### src/rtl/gcd_job_scheduler_pkg.sv
// Shared definitions for the GCD job scheduler: FSM state encoding and default operand width.
package gcd_job_scheduler_pkg;

    typedef enum logic [1:0] {
        ST_IDLE    = 2'b00,
        ST_ISSUE   = 2'b01,
        ST_WAIT    = 2'b10,
        ST_DELIVER = 2'b11
    } state_t;

    localparam int GCD_N_DEFAULT = 8;

endpackage

### src/rtl/gcd_job_scheduler_operand_fifo.sv
// Operand-pair FIFO for the GCD job scheduler (module gcd_operand_fifo).
// Registered storage with a combinational read of the head entry.
module gcd_operand_fifo
    import gcd_job_scheduler_pkg::*;
#(
    parameter int N     = GCD_N_DEFAULT,
    parameter int DEPTH = 4
) (
    input  logic         clk,
    input  logic         rst,
    input  logic         push,
    input  logic         pop,
    input  logic [N-1:0] din_p,
    input  logic [N-1:0] din_q,
    output logic [N-1:0] dout_p,
    output logic [N-1:0] dout_q,
    output logic         full,
    output logic         empty
);

    localparam int AW = $clog2(DEPTH);

    logic [N-1:0]  mem_p [DEPTH];
    logic [N-1:0]  mem_q [DEPTH];
    logic [AW-1:0] wr_ptr;
    logic [AW-1:0] rd_ptr;
    logic [AW:0]   count;
    logic          do_push;
    logic          do_pop;

    assign do_push = push & ~full;
    assign do_pop  = pop & ~empty;
    assign full    = (count == (AW+1)'(DEPTH));
    assign empty   = (count == '0);
    assign dout_p  = mem_p[rd_ptr];
    assign dout_q  = mem_q[rd_ptr];

    // Power-of-two depth lets the pointers wrap by natural overflow.
    always_ff @(posedge clk or posedge rst) begin
        if (rst) begin
            wr_ptr <= '0;
            rd_ptr <= '0;
            count  <= '0;
        end else begin
            if (do_push) wr_ptr <= wr_ptr + AW'(1);
            if (do_pop)  rd_ptr <= rd_ptr + AW'(1);
            if (do_push && !do_pop)
                count <= count + (AW+1)'(1);
            else if (do_pop && !do_push)
                count <= count - (AW+1)'(1);
        end
    end

    always_ff @(posedge clk) begin
        if (do_push) begin
            mem_p[wr_ptr] <= din_p;
            mem_q[wr_ptr] <= din_q;
        end
    end

endmodule

### src/rtl/gcd_job_scheduler.sv
// GCD job scheduler: buffers operand pairs, issues them to the calculator, returns results.
// Optional watchdog in WAIT enabled by defining GCD_TIMEOUT_EN.
//   state      | meaning
//   ST_IDLE    | pop head; zero operand -> DELIVER locally, else load calc_p/q
//   ST_ISSUE   | one-cycle calc_start, arm guard
//   ST_WAIT    | await post-guard calc_valid (or watchdog expiry)
//   ST_DELIVER | hold out_r/out_err with out_valid until out_ready
module gcd_job_scheduler
    import gcd_job_scheduler_pkg::*;
#(
    parameter int N              = GCD_N_DEFAULT,
    parameter int DEPTH          = 4,
    parameter int GUARD          = 2,
    parameter int TIMEOUT_CYCLES = 1024
) (
    input  logic         clk,
    input  logic         rst,
    input  logic [N-1:0] in_p,
    input  logic [N-1:0] in_q,
    input  logic         in_valid,
    output logic         in_ready,
    output logic [N-1:0] calc_p,
    output logic [N-1:0] calc_q,
    output logic         calc_start,
    input  logic [N-1:0] calc_r,
    input  logic         calc_valid,
    output logic [N-1:0] out_r,
    output logic         out_err,
    output logic         out_valid,
    input  logic         out_ready,
    output logic [1:0]   state_y
);

    localparam int GW = (GUARD < 1) ? 1 : $clog2(GUARD + 1);

    state_t        state;
    state_t        state_nxt;
    logic [N-1:0]  fifo_p;
    logic [N-1:0]  fifo_q;
    logic          fifo_full;
    logic          fifo_empty;
    logic          push;
    logic          pop;
    logic          head_zero;
    logic [GW-1:0] guard_cnt;
    logic          guard_done;
    logic          capture;
    logic          timeout;

    assign in_ready   = ~fifo_full;
    assign push       = in_valid & ~fifo_full;
    assign head_zero  = (fifo_p == '0) || (fifo_q == '0);
    assign guard_done = (guard_cnt == '0);
    assign capture    = (state == ST_WAIT) && guard_done && calc_valid;

    gcd_operand_fifo #(
        .N     (N),
        .DEPTH (DEPTH)
    ) u_fifo (
        .clk    (clk),
        .rst    (rst),
        .push   (push),
        .pop    (pop),
        .din_p  (in_p),
        .din_q  (in_q),
        .dout_p (fifo_p),
        .dout_q (fifo_q),
        .full   (fifo_full),
        .empty  (fifo_empty)
    );

    always_ff @(posedge clk or posedge rst) begin
        if (rst) state <= ST_IDLE;
        else     state <= state_nxt;
    end

    always_comb begin
        state_nxt = state;
        unique case (state)
            ST_IDLE:    if (!fifo_empty) state_nxt = head_zero ? ST_DELIVER : ST_ISSUE;
            ST_ISSUE:   state_nxt = ST_WAIT;
            ST_WAIT:    if (capture || timeout) state_nxt = ST_DELIVER;
            ST_DELIVER: if (out_ready) state_nxt = ST_IDLE;
            default:    state_nxt = ST_IDLE;
        endcase
    end

    always_comb begin
        pop        = (state == ST_IDLE) && !fifo_empty;
        calc_start = (state == ST_ISSUE);
        out_valid  = (state == ST_DELIVER);
        state_y    = state;
    end

    // Guard is a down-counter: a stale calc_valid left over from an abandoned job is masked.
    always_ff @(posedge clk or posedge rst) begin
        if (rst) begin
            calc_p    <= '0;
            calc_q    <= '0;
            out_r     <= '0;
            guard_cnt <= '0;
        end else begin
            if (pop) begin
                if (head_zero) out_r <= fifo_p | fifo_q;
                else begin
                    calc_p <= fifo_p;
                    calc_q <= fifo_q;
                end
            end
            if (state == ST_ISSUE)
                guard_cnt <= GW'(GUARD);
            else if (state == ST_WAIT && !guard_done)
                guard_cnt <= guard_cnt - GW'(1);
            if (capture)
                out_r <= calc_r;
            else if (timeout)
                out_r <= '0;
        end
    end

`ifdef GCD_TIMEOUT_EN
    localparam logic [15:0] WD_LOAD = 16'(TIMEOUT_CYCLES - 1);

    logic [15:0] wd_cnt;

    // A result arriving on the expiry cycle wins over the timeout.
    assign timeout = (state == ST_WAIT) && (wd_cnt == '0) && !capture;

    always_ff @(posedge clk or posedge rst) begin
        if (rst) begin
            wd_cnt  <= '0;
            out_err <= 1'b0;
        end else begin
            if (state == ST_ISSUE)
                wd_cnt <= WD_LOAD;
            else if (state == ST_WAIT && wd_cnt != '0)
                wd_cnt <= wd_cnt - 16'd1;
            if (pop || capture)
                out_err <= 1'b0;
            else if (timeout)
                out_err <= 1'b1;
        end
    end
`else
    logic unused_cfg;

    assign timeout    = 1'b0;
    assign out_err    = 1'b0;
    assign unused_cfg = ^TIMEOUT_CYCLES;
`endif

endmodule

### config.mk
export PLATFORM = sky130hd
export DESIGN_NAME = gcd_job_scheduler
export DESIGN_NICKNAME = d
export VERILOG_FILES = /design/src/rtl/gcd_job_scheduler_pkg.sv /design/src/rtl/gcd_job_scheduler_operand_fifo.sv /design/src/rtl/gcd_job_scheduler.sv
export SDC_FILE = /design/constraint.sdc
export NUM_CORES = 1
export LEC_CHECK = 0
export CORE_ASPECT_RATIO = 1.4
export CORE_MARGIN = 2
export CORE_UTILIZATION = 35
export CTS_CLUSTER_SIZE = 8
export DETAILED_ROUTE_END_ITERATION = 12
export GPL_ROUTABILITY_DRIVEN = 1
export PLACE_DENSITY = 0.63
export SYNTH_ARGS = -nofsm -noshare
export SYNTH_HDL_FRONTEND = slang
export SYNTH_SLANG_ARGS = --single-unit
### constraint.sdc
create_clock -name clk -period 3.35 [get_ports clk]
set_input_delay 0.67 -clock clk [delete_from_list [all_inputs] [get_ports clk]]
set_output_delay 0.67 -clock clk [all_outputs]
set_load 0.03 [all_outputs]
# Yosys cells after proc, flatten, opt, wreduce, memory -nomap -nowiden
# Memory sizes are Yosys's and may differ from the RTL's.
# Cells that the tools add are included.
[classes] div_mod_pow=0 eq_ne=7 reduce_logical=23 mul=0 n_lt_le_gt_ge=0 n_addsub=5 shift=0 n_mux=14 bitwise_logic=7
[ops] op="2-to-1 mux 8 bit" count=3
[ops] op="logical NOT 8 bit" count=2
[ops] op="2-to-1 mux 2 bit" count=6
[ops] op="OR 8 bit" count=1
[ops] op="one-hot mux 2 bit (4 select lines)" count=1
[ops] op="nonzero test 2 bit" count=4
[ops] op="logical AND 1 bit" count=6
[ops] op="2-to-1 mux 3 bit" count=2
[ops] op="adder 2 x 1 -> 2 bit, second input constant" count=2
[ops] op="equality test 2 bit, second input constant" count=2
[ops] op="logical NOT 1 bit" count=4
[ops] op="logical NOT 2 bit" count=2
[ops] op="inequality test 2 bit, second input constant" count=2
[ops] op="AND reduction 2 bit" count=2
[ops] op="adder 3 x 1 -> 3 bit, second input constant" count=1
[ops] op="AND 1 bit" count=3
[ops] op="equality test 3 bit, second input constant" count=1
[ops] op="logical NOT 3 bit" count=1
[ops] op="NOT 1 bit" count=3
[ops] op="AND reduction 3 bit" count=1
[ops] op="subtractor 3 x 1 -> 3 bit, second input constant" count=1
[ops] op="equality test 2 x 1 -> 1 bit, second input constant" count=1
[ops] op="2-to-1 mux 1 bit" count=2
[ops] op="inequality test 2 x 1 -> 1 bit, second input constant" count=1
[ops] op="other kinds (2)" count=2
[totals] memories=2 ff_bits=35 out_inout_bits=30 mem_bits_rw=64 latchBits=0 wordCells=66 rom_bits=0 inputBits=29
[mem_list] name="u_fifo.mem_p" words=4 width=8 rd=1 rd_clocked_by_memory_dff=0 write_ports=1 line_no="gcd_job_scheduler_operand_fifo.sv:23" source="logic [N-1:0] mem_p [DEPTH];"
[mem_list] name="u_fifo.mem_q" words=4 width=8 rd=1 rd_clocked_by_memory_dff=0 write_ports=1 line_no="gcd_job_scheduler_operand_fifo.sv:24" source="logic [N-1:0] mem_q [DEPTH];"

# Longest topological paths before layout
[depth] depth_word=8 ltp_mapped=11 ltp_nobuf=10

# Hierarchy
# Synthesis repeated with hierarchy kept, for this count alone.
[hier_totals] hier_cells=239 hier_area_um2=4200.3
[by_module_without_submodules] mod="gcd_operand_fifo" cells_each=120 area_each_um2=2796.4 n_inst=1
[by_module_without_submodules] mod="gcd_job_scheduler" cells_each=119 area_each_um2=1403.8 n_inst=1

# Worst setup path before layout
# Ideal clock, no wire load.
[synth_timing] path_type="reg2reg" startpoint="register state[0], in the netlist state_y[0]" endpoint="register u_fifo.count[1]" stages_incl_launch_ff=10 slack_ns=0.749 arrival_time_ns=2.476 required_time_ns=3.225 path_buffers=1 cell_sequence="dfrtp_1 -> inv_1 -> ha_1 -> nor2b_1 -> inv_1 -> clkbuf_1 -> ha_1 -> inv_1 -> fa_1 -> mux2_2"
[synth_via] elab_chain_len=6 elab_cells_between_ends=8 cone_classes="mux (1); bitwise (1); reduce/logical (6)"
[synth_lines] item="start, declared" line_no="gcd_job_scheduler.sv:36" source="state_t state;"
[synth_lines] item="start signal, assigned" line_no="gcd_job_scheduler.sv:74" source="else state <= state_nxt;"
[synth_lines] item="logical NOT 2 bit *" line_no="gcd_job_scheduler.sv:89" source="pop = (state == ST_IDLE) && !fifo_empty;"
[synth_lines] item="logical AND 1 bit *" line_no="gcd_job_scheduler.sv:89"
[synth_lines] item="AND 1 bit *" line_no="gcd_job_scheduler_operand_fifo.sv:32" source="assign do_pop = pop & ~empty;"
[synth_lines] item="logical NOT 1 bit" line_no="gcd_job_scheduler_operand_fifo.sv:47" source="if (do_push && !do_pop)"
[synth_lines] item="logical AND 1 bit" line_no="gcd_job_scheduler_operand_fifo.sv:47"
[synth_lines] item="2-to-1 mux 3 bit / nonzero test 2 bit (equally long branches)"
[synth_lines] item="end signal, assigned" line_no="gcd_job_scheduler_operand_fifo.sv:48" source="count <= count + (AW+1)'(1);"
[synth_lines] item="end signal, assigned" line_no="gcd_job_scheduler_operand_fifo.sv:50" source="count <= count - (AW+1)'(1);"
[synth_lines] item="end, declared" line_no="gcd_job_scheduler_operand_fifo.sv:27" source="logic [AW:0] count;"
# Every way passes the cells marked *; elsewhere a longest branch is shown, timed or not.
# A chain may end at the register's enable or synchronous reset.

# Final worst setup path
[layout_timing] startpoint="register u_fifo.rd_ptr[0]" endpoint="register calc_q[1]"
[layout_via] elab_chain_len=5 elab_cells_between_ends=7 cone_classes="bitwise (1); reduce/logical (4); memory (2)"
[layout_lines] item="start, declared" line_no="gcd_job_scheduler_operand_fifo.sv:26" source="logic [AW-1:0] rd_ptr;"
[layout_lines] item="start signal, assigned" line_no="gcd_job_scheduler_operand_fifo.sv:46" source="if (do_pop) rd_ptr <= rd_ptr + AW'(1);"
[layout_lines] item="memory read (4 x 8 bit), on equally long branches"
[layout_lines] item="logical NOT 8 bit" line_no="gcd_job_scheduler.sv:52" source="assign head_zero = (fifo_p == '0) || (fifo_q == '0);"
[layout_lines] item="logical OR 1 bit" line_no="gcd_job_scheduler.sv:52"
[layout_lines] item="NOT 1 bit (no line)"
[layout_lines] item="AND reduction 2 bit (no line)"
[layout_lines] item="end signal, assigned" line_no="gcd_job_scheduler.sv:107" source="calc_q <= fifo_q;"
[layout_lines] item="end, declared" line_no="gcd_job_scheduler.sv:23" source="output logic [N-1:0] calc_q,"
# Parallel ways exist; a longest one is shown, timed or not.

==> summary.txt <==
Layout
  – Commonest non-fill, non-tap cells in the layout: edfxtp_1 (64), clkdlybuf4s50_1 (57), dfrtp_1 (35)
  – Finished Layout Cells: ~450
  – Layout cells sized above 1: 14.9%
  – Area Overhead vs Synth: 25.7%
  – Most common cell after layout, fill and taps aside: edfxtp_1
  – Final nets: ~350
  – # diodes: 0
  – Core Util, Final: 45.1%

Die
  – Rows: 46
  – Die width: between 90 and 100 um
  – Chip Height: roughly 130 um
  – Core ar.: 11300 um^2
  – Starting Density: 35.9%
  – Die area: roughly 13000 um^2
  – Ports: between 50 and 60

Synth
  – Synthesis-stage register bit count: 99
  – Seq/Total Area, Yosys: roughly 69%
  – Syn Nets: 279
  – Synth top area cells: edfxtp_1 (47%), dfrtp_1 (22%), mux4_2 (8.9%), ha_1 (3.4%), mux2_1 (2.8%)
  – Syn. warnings: 0
  – Library cells used by synthesis: 35
  – Gate Count Post-Synth: about 240
  – Area share of the largest cell type after synthesis: 47.3%
  – Cell Area, Synth: a little over 4000 um^2
  – Synth area leader: edfxtp_1
  – Syn Area/Cell: about 17 um^2

Timing
  – Final hold viol count: 0
  – Setup TNS: 0 ns
  – Min cycle time layout: between 2 and 3 ns
  – Final setup violation count: 0
  – Least-Margin Pin Slew: between 0.5 and 0.6 ns
  – Slew Viols, Final: 0
  – RSZ-0062 raised after global routing: no
  – Slew headroom: about 64%
  – Final Skew: about 0.0073 ns
  – Crit share post-route: 81.4%
  – PnR worst setup slack: about 0.62 ns
  – Highest Clock Rate: between 300 and 400 MHz

Worst setup path
  – Arr. time, crit path: between 2 and 3 ns
  – CP Buf/Inv Count: 1
  – CP max stage cell: mux4_2
  – Highest fanout seen on the critical path: 18
  – CP max stage delay: about 0.6 ns
  – Critical Path Sink Type: register
  – Crit-path cells: buf_4 -> mux4_2 -> nor4_1 -> nand2_1 -> and2_1 -> nand2_8 -> mux2_2
  – CP Class: register to register
  – WP data required: around 3.6 ns
  – CP top delay family: simple AND/OR/NAND/NOR gates
  – CP Launch Type: register

CTS
  – Clock Pin Slew Worst Setup and Hold Paths: roughly 0.06 ns
  – TritonCTS clock tree: built
  – CTS Hold Bufs: 0
  – Setup bufs post-CTS: 0
  – H-tree depth: 3
  – Skew-Pair Late Insertion Delay: 0.34 ns
  – Clock root buffer: clkbuf_16
  – Clock sink total: 99
  – Num CTS Buffers: 9
  – Worst-case clock buffer depth: 2
  – Resize count post-CTS: 0

Placement
  – Port Buffers: 57
  – Gpl congestion: around 0.73
  – Pre-CTS setup slack: a little over 0.6 ns
  – Post-DP HPWL: about 5300 um
  – DP Cell Count: 437

Detailed routing
  – Post-route ant nets: 0
  – Drt wl/cell: approximately 16 um
  – Top Metal Used: met4
  – Drt first pass iters: 4
  – Vias: ~2200
  – DRC viols: 0
  – Routed WL: 7430 um
  – Via/cell ratio: roughly 4.8
  – Met3 wire length: just over 300 um
  – M1 WL: between 3000 and 4000 um
  – Starting DRT DRC Count: 87
  – WL met2: between 3000 and 4000 um

Global route
  – First-pass GRT wire length: about 12000 um
  – Vias in the first global route: 2284
  – Initial antenna violation count: 0
  – Total Routing Usage GR: a little over an eighth
  – Global route total overflow: 0
  – Largest net degree at the start of global routing: 36

Power
  – Power per cell area: 979 nW/um^2
  – Peak supply drop: 281 uV
  – LEAKAGE: 1.85 nW

Min path
  – Type of the worst min-delay path: register to register

Status
  – Outcome: complete, no violations

Flow run
  – Max Cap Viol: 0
cells by family after synthesis:
family | Yosys count | share of synthesized area, %
compound gates | 15 | 2.77
buf+inv | 19 | 2.74
other cells | 1 | 0.0922
mux | 33 | 13.6
xor+xnor | 7 | 1.51
simple gates | 52 | 6.62
fa+ha+maj | 12 | 3.88
flops | 99 | 68.8
sequential cells by signal, summed over array words and instances (netlist names):
| signal | cells |
|---|---|
| state_y | 2 |
| guard_cnt | 2 |
| u_fifo.wr_ptr | 2 |
| u_fifo.mem_q | 32 |
| u_fifo.mem_p | 32 |
| u_fifo.rd_ptr | 2 |
| calc_q | 8 |
| u_fifo.count | 3 |
| calc_p | 8 |
| out_r | 8 |
layout make-up:
cell class                      count  area, um^2
Multi-Input combinational cell    120        1160
Sequential cell                    99        2800
Fill cell                        1032        6230
Tap cell                          144         180
Inverter                            9        33.8
Clock buffer                       12         236
Timing Repair Buffer               65         631
Clock inverter                      4        75.1
worst register-to-register path, stage by stage, from the launching register on:
cell     delay (ns)
dfrtp_1        0.32
buf_4          0.32
mux4_2         0.61
nor4_1         0.31
nand2_1        0.13
and2_1         0.34
nand2_8        0.22
mux2_2         0.35
path summary, 6_finish.rpt:
| check | from | endpoint | slack, ns | depth (start not counted) |
|---|---|---|---|---|
| min in group asynchronous | rst | u_fifo.count[1] | 0.73 | 3 |
| max in group asynchronous | rst | calc_q[2] | 2.30 | 3 |
| min | guard_cnt[1] | guard_cnt[1] | 0.49 | 1 |
| max reg2reg | u_fifo.rd_ptr[0] | calc_q[1] | 0.62 | 7 |
| max | u_fifo.rd_ptr[0] | calc_q[1] | 0.62 | 7 |
| min reg2reg | guard_cnt[1] | guard_cnt[1] | 0.49 | 1 |
layer usage:
| metal | GRT usage [%] | up-vias |
|---|---|---|
| met1 | 15.6 | 1060 |
| met2 | 21.9 | 59 |
| met4 | 6.52 | 0 |
| li1 | - | 1033 |
| met5 | 0 | - |
| met3 | 2.52 | 12 |
where the power goes:
part / internal (mW) / total [mW] / switching (mW) / leakage, nW
Sequential: 1.70 / 1.87 / 0.172 / 0.997
Clock: 0.655 / 1.07 / 0.415 / 0.143
Combinational: 0.925 / 2.06 / 1.13 / 0.709
stage by stage:
stage	hold WS [ns]	cell area [um^2]	power (mW)
2_1_floorplan	0.459	4070	3.29
4_1_cts	0.495	5110	5.07
6_report	0.493	5110	5.00
5_1_grt	0.522	5110	5.28
3_3_place_gp	0.468	4800	3.95
3_5_place_dp	0.480	4800	4.00
synthesized netlist by cell type:
library cell,instances
a211o_1,1
a211oi_1,1
a21o_1,1
a21oi_1,1
a21oi_2,1
a221o_1,1
and2_0,1
and2_1,1
and3_1,5
buf_1,2
buf_2,2
buf_4,1
buf_6,3
buf_8,1
clkbuf_1,1
conb_1,1
dfrtp_1,35
edfxtp_1,64
fa_1,1
ha_1,11
inv_1,9
mux2_1,10
mux2_2,7
mux4_2,16
nand2_1,14
nand2_8,1
nand2b_1,1
nor2_1,13
nor2b_1,2
nor3_1,2
nor4_1,12
o21ai_0,1
o31ai_1,8
xnor2_1,5
xor2_1,2
Power figures use the tool's default switching activity.
